--- src/rtl/fifo_pkg.sv ---
// Shared helpers for the fifo_flow elastic buffer: pointer wrap and count width.
package fifo_pkg;

  // Wrap-aware pointer increment; works for any depth, not only powers of two.
  function automatic int ptr_inc(input int ptr, input int depth);
    return (ptr == depth - 1) ? 0 : ptr + 1;
  endfunction

  // Width needed to hold an occupancy value of 0..depth inclusive.
  function automatic int cnt_w(input int depth);
    return $clog2(depth + 1);
  endfunction

endpackage

--- src/rtl/fifo_flow_if.sv ---
// Stream bundle around fifo_flow: input side, output side, flush and status.
// Handshake: a transfer happens on a rising edge where req and ack of the same
// side are both high; data is sampled at that edge. ack_in never depends on
// ack_out, and the producer must not wait for ack before raising req.
interface fifo_flow_if #(
  parameter int DW    = 8,
  parameter int DEPTH = 7
);
  localparam int CW = fifo_pkg::cnt_w(DEPTH);

  logic          flush;
  logic [DW-1:0] d_in;
  logic          req_in;
  logic          ack_in;
  logic [DW-1:0] d_out;
  logic          req_out;
  logic          ack_out;
  logic [CW-1:0] count;
  logic          almost_full;

  // Environment side: produces input data, consumes output data.
  modport master (
    output flush, d_in, req_in, ack_out,
    input  ack_in, d_out, req_out, count, almost_full
  );

  // Buffer side.
  modport slave (
    input  flush, d_in, req_in, ack_out,
    output ack_in, d_out, req_out, count, almost_full
  );
endinterface

--- src/rtl/fifo_mem.sv ---
// DW x DEPTH register array: one synchronous write port, one asynchronous read port.
// Data is intentionally not reset; only pointers and count define validity.
module fifo_mem #(
  parameter int DW    = 8,
  parameter int DEPTH = 7,
  parameter int PW    = 3
) (
  input  logic          clk,
  input  logic          we,
  input  logic [PW-1:0] waddr,
  input  logic [DW-1:0] wdata,
  input  logic [PW-1:0] raddr,
  output logic [DW-1:0] rdata
);
  logic [DW-1:0] mem [DEPTH];

  // Write the selected entry on an accepted store.
  always_ff @(posedge clk) begin
    if (we) mem[waddr] <= wdata;
  end

  assign rdata = mem[raddr];
endmodule

--- src/rtl/fifo_flow.sv ---
// Parametrised req/ack elastic buffer with optional fall-through when empty,
// occupancy count, registered almost-full flag and synchronous flush.
module fifo_flow
  import fifo_pkg::*;
#(
  parameter int DW     = 8,
  parameter int DEPTH  = 7,
  parameter int BYPASS = 1,
  parameter int AF_LVL = DEPTH - 1
) (
  input  logic        clk,
  input  logic        rst,
  fifo_flow_if.slave  io
);
  localparam int CW = cnt_w(DEPTH);
  localparam int PW = (DEPTH > 1) ? $clog2(DEPTH) : 1;

  logic [PW-1:0] wp, rp;
  logic [CW-1:0] cnt, cnt_next;
  logic          af;
  logic          empty, full, byp;
  logic          push, pop, store, take;
  logic [DW-1:0] rd_data;

  assign empty = (cnt == '0);
  assign full  = (cnt == CW'(DEPTH));
  // Fall-through only applies in bypass mode while nothing is stored, so
  // bypassed data can never overtake stored data.
  assign byp   = (BYPASS != 0) && empty;

  assign io.ack_in  = ~rst & ~io.flush & ~full;
  assign io.req_out = ~rst & ~io.flush & (byp ? io.req_in : ~empty);
  assign io.d_out   = byp ? io.d_in : rd_data;

  assign push  = io.req_in & io.ack_in;
  assign pop   = io.req_out & io.ack_out;
  // A bypassed push that is popped the same cycle passes straight through.
  assign store = push & ~(byp & io.ack_out);
  assign take  = pop & ~byp;

  // Next occupancy: flush wins, otherwise +store -take.
  always_comb begin
    cnt_next = cnt;
    if (io.flush) begin
      cnt_next = '0;
    end else begin
      case ({store, take})
        2'b10:   cnt_next = cnt + CW'(1);
        2'b01:   cnt_next = cnt - CW'(1);
        default: cnt_next = cnt;
      endcase
    end
  end

  // Pointer, count and almost-full state.
  always_ff @(posedge clk or posedge rst) begin
    if (rst) begin
      wp  <= '0;
      rp  <= '0;
      cnt <= '0;
      af  <= 1'b0;
    end else begin
      if (io.flush) begin
        wp <= '0;
        rp <= '0;
      end else begin
        if (store) wp <= PW'(ptr_inc(int'(wp), DEPTH));
        if (take)  rp <= PW'(ptr_inc(int'(rp), DEPTH));
      end
      cnt <= cnt_next;
      af  <= (cnt_next >= CW'(AF_LVL));
    end
  end

  assign io.count       = cnt;
  assign io.almost_full = af;

  fifo_mem #(
    .DW    (DW),
    .DEPTH (DEPTH),
    .PW    (PW)
  ) u_mem (
    .clk   (clk),
    .we    (store),
    .waddr (wp),
    .wdata (io.d_in),
    .raddr (rp),
    .rdata (rd_data)
  );
endmodule

--- src/flat_wrapper.sv ---
// flat-port wrapper written by rule: the top's interface ports become plain ports
module fifo_flow_flat import fifo_pkg::*;
#(
  parameter int DW     = 8,
  parameter int DEPTH  = 7,
  parameter int BYPASS = 1,
  parameter int AF_LVL = DEPTH - 1
)
  (clk, rst, io_flush, io_d_in, io_req_in, io_ack_out, io_ack_in, io_d_out, io_req_out, io_count, io_almost_full);
  fifo_flow_if #(.DW(DW), .DEPTH(DEPTH)) io_i ();
  input  logic clk;
  input  logic rst;
  input wire logic [$bits(io_i.flush)-1:0] io_flush;
  input wire logic [$bits(io_i.d_in)-1:0] io_d_in;
  input wire logic [$bits(io_i.req_in)-1:0] io_req_in;
  input wire logic [$bits(io_i.ack_out)-1:0] io_ack_out;
  output wire logic [$bits(io_i.ack_in)-1:0] io_ack_in;
  output wire logic [$bits(io_i.d_out)-1:0] io_d_out;
  output wire logic [$bits(io_i.req_out)-1:0] io_req_out;
  output wire logic [$bits(io_i.count)-1:0] io_count;
  output wire logic [$bits(io_i.almost_full)-1:0] io_almost_full;
  assign io_i.flush = io_flush;
  assign io_i.d_in = io_d_in;
  assign io_i.req_in = io_req_in;
  assign io_i.ack_out = io_ack_out;
  assign io_ack_in = io_i.ack_in;
  assign io_d_out = io_i.d_out;
  assign io_req_out = io_i.req_out;
  assign io_count = io_i.count;
  assign io_almost_full = io_i.almost_full;
  fifo_flow #(.DW(DW), .DEPTH(DEPTH), .BYPASS(BYPASS), .AF_LVL(AF_LVL)) u_core (.clk(clk), .rst(rst), .io(io_i));
endmodule
--- config.mk ---
export PLATFORM = sky130hd
export DESIGN_NAME = fifo_flow_flat
export DESIGN_NICKNAME = d
export VERILOG_FILES = /design/src/rtl/fifo_pkg.sv /design/src/rtl/fifo_flow_if.sv /design/src/rtl/fifo_mem.sv /design/src/rtl/fifo_flow.sv /design/src/flat_wrapper.sv
export SDC_FILE = /design/constraint.sdc
export NUM_CORES = 1
export LEC_CHECK = 0
export BUFFER_PORTS_ARGS = -buffer_cell sky130_fd_sc_hd__buf_4
export CORE_UTILIZATION = 30
export DETAILED_ROUTE_END_ITERATION = 8
export HOLD_SLACK_MARGIN = 0.02
export PLACE_DENSITY_LB_ADDON = 0.15
export RECOVER_POWER = 100
export SLEW_MARGIN = 20
export SYNTH_ARGS = -nofsm -noshare
export SYNTH_HDL_FRONTEND = slang
export SYNTH_HIERARCHICAL = 1
export SYNTH_SLANG_ARGS = --single-unit
export TNS_END_PERCENT = 20
--- constraint.sdc ---
create_clock -name clk -period 5.6 [get_ports clk]
set_input_delay 0.28 -clock clk [delete_from_list [all_inputs] [get_ports clk]]
set_output_delay 0.28 -clock clk [all_outputs]
set_load 0.02 [all_outputs]
==> impl_metrics.json <==
{
  "cts_htree_levels": 3,
  "die_area_sq_um": 10600,
  "grt.total_usage": 0.139,
  "slowest_stage": "nor3_1",
  "grt_overflow": 0,
  "areaGrowthSynthToFinish_pct": 13.1,
  "worst_ep_arrival_time_ns": 3.63,
  "synth_top_area_share": 0.548,
  "antenna_cells": 0,
  "die_h_microns": 103,
  "cts_buffers": 9,
  "slew_headroom": -0.125,
  "hpwl_microns": 4090,
  "setup_viol": 0,
  "post_cts_buffers": 0,
  "tightestPinTransition_ns": 1.67,
  "ff2ff_setup_slack_ns": 2.23,
  "met2_usage": 0.214,
  "layout_min_cycle_time_ns": 3.37,
  "drc": 0,
  "setup_ws_ns": 2.23,
  "firstDrtPassIters": 4,
  "start_util": 0.311,
  "die_w_microns": 103,
  "r2r_end": "u_core/io.almost_full",
  "via_per_inst": 4.75,
  "cts_max_path_buffers": 2,
  "drt_iter0_drc": 59,
  "crit_path_cell_trace": "nor3_1 > nor2_1 > ha_1 > fa_1 > xnor2_1 > or3_1 > a21boi_0",
  "cts_tree": "yes",
  "core-area_sq_um": 9860,
  "synth.area.top_cells": "edfxtp_1 55%, dfrtp_1 8.1%, mux2i_1 5.9%",
  "holdCritStartpoint": "io_flush",
  "holdCritPathClass": "primary input to flop",
  "cp-end-kind": "flop",
  "drive_above_1_share": 0.180,
  "met3_usage": 0.0346,
  "avgSynthCellArea_sq_um": 14.6,
  "clock-root-buffer": "clkbuf_8",
  "power_density_nw_per_um2": 298,
  "startpoint_type": "flop",
  "timing.setup.tns_ns": 0,
  "synth_area_sq_um": 3070,
  "r2r_start": "u_core/io.count[0]",
  "synth.largest_area_cell": "edfxtp_1",
  "wl_per_cell_microns": 17.3,
  "grt_max_degree": 20,
  "status": "complete, but fails checks",
  "clk_pin_slew_ns": 0.07,
  "clock_sinks": 66,
  "skew_ns": 0.0111,
  "maxSlewViolCount": 14,
  "synth_nets": 226,
  "finalNetCount": 257,
  "syn_inst": 211,
  "leakage_nw": 1.13,
  "num-fill-cells": 976,
  "violations": "max-capacitance violations, max-slew violations",
  "io_buffers": 26,
  "ys_ff_latch": 66,
  "synth-warning-count": 6,
  "holdPathStages": 2,
  "path_class": "flop to flop",
  "worstPathMaxFanout": 13,
  "post-route-period-util": 0.601,
  "ant_nets": 0,
  "busiest_layer": "met2",
  "core.rowCount": 36,
  "totalWireLength_microns": 6540,
  "critPathRequiredTime_ns": 5.86,
  "grt_pass1_vias": 1813,
  "grt_pass1_wl_microns": 10200,
  "synthTopCellsByCount": "56 x edfxtp_1, 28 x nand2_1, 18 x mux2i_1, 12 x nand2b_1",
  "met1_usage": 0.185,
  "synth_cell_type_count": 41,
  "synth-main-ff-cell": "edfxtp_1",
  "fmax_mhz": 297,
  "vdd_drop_max_mv": 0.120,
  "final_hold_viol_count": 0,
  "rsz0062_at_grt": "false",
  "reg2reg_depth": 7,
  "synth.most_common_cell": "edfxtp_1",
  "num_vias": 1797,
  "synth-seq-area-share": 0.629,
  "ios": 27,
  "grt_antenna_before_repair": 0,
  "min_to": "u_core/io.count[2]",
  "maxCapViolations": 1,
  "clkLatencyLatePin_ns": 0.34,
  "ys_async_sr_fraction": 0.152,
  "place_congestion": 0.695,
  "synth_edf_count": 56,
  "place_ws_ns": 2.82,
  "slowest_delay_ns": 1.33
}
[cells by family (layout without fill, tap and decap cells)]
family	after synthesis	in the layout	synth area share
muxes	27	27	0.103
DFF	66	66	0.629
adders and majority gates	2	2	0.0106
xor gates and xnor gates	2	2	0.00571
and+or+nand+nor	65	65	0.106
AOI/OAI and AO/OA	32	32	0.113
buffers and inverters	17	51	0.0330
[cells in the final DEF (no fill, tap or decap), types with 2 or more instances in the layout]
cell and instances:
a21oi_1 5, dfrtp_1 10, edfxtp_1 56, nor2_1 10, mux2i_1 18, mux2_4 9
nand2_1 28, buf_4 5, o21ai_0 3, inv_1 7, nor3_1 4, nand2b_1 12
clkbuf_1 25, bufinv_16 2, nand4_1 2, or3_1 2, clkbuf_8 9, o221ai_2 8
o211ai_2 8
[worst max-delay path by stage]
stage / startpoint / endpoint / slack, ns
after floorplan: u_core/io.count[0] / u_core/io.almost_full / 3.22
after global placement: u_core/io.count[1] / u_core/io.almost_full / 2.93
after detailed placement: u_core/io.count[1] / u_core/io.almost_full / 2.82
after CTS: u_core/io.count[0] / u_core/io.almost_full / 2.80
after global routing: u_core/io.count[0] / u_core/io.almost_full / 2.09
final: u_core/io.count[0] / u_core/io.almost_full / 2.23
[report_power, final]
| group | internal, mW | total, mW | switching, mW |
|---|---|---|---|
| Sequential | 0.541 | 0.552 | 0.0109 |
| Combinational | 0.0233 | 0.0677 | 0.0444 |
| Clock | 0.244 | 0.415 | 0.171 |
| Total | 0.808 | 1.03 | 0.226 |
[worst max-delay path: cells and delay by family (launching register included)]
family | cells | cell delay [ns]
simple gates | 3 | 1.81
fa+ha+maj | 2 | 0.69
flops | 1 | 0.46
compound gates | 1 | 0.17
xor+xnor | 1 | 0.15
[state kept, by name (all words and copies together), names as in the netlist]
| register | count |
|---|---|
| u_core/u_mem/mem | 56 |
| u_core/io.count | 3 |
| u_core/rp | 3 |
| u_core/wp | 3 |
| u_core/io.almost_full | 1 |
[metal layers]
metal | up-vias | part of all wire
met5 | - | 0
met4 | 0 | 0.013
met3 | 8 | 0.031
met2 | 29 | 0.46
met1 | 908 | 0.50
li1 | 852 | -
[per-stage QoR]
step	area [sq um]	power (mW)	hold WS (ns)	cells	utilization
4_1_cts	3590	1.06	0.167	378	0.364
3_5_place_dp	3380	0.640	0.341	363	0.343
3_3_place_gp	3380	0.640	0.345	363	0.343
2_1_floorplan	3070	0.604	0.128	211	-
5_1_grt	3470	1.07	0.200	378	0.352
6_report	3470	1.03	0.201	378	0.352
[layout make-up]
class | instances | area, sq um | area share
Inverter | 7 | 26.3 | 0.00756
Clock buffer | 10 | 128 | 0.0367
Multi-Input combinational cell | 128 | 1010 | 0.292
Sequential cell | 66 | 1930 | 0.556
Tap cell | 133 | 166 | 0.0479
Clock inverter | 4 | 68.8 | 0.0198
Timing Repair Buffer | 30 | 138 | 0.0396
[what timing repair did]
action | 4_1_cts | 5_1_grt
resized for setup | 0 | 0
endpoints found under the hold margin | 10 | 0
hold buffers | 1 | 0
No activity file was read; power rests on OpenSTA's default activity.
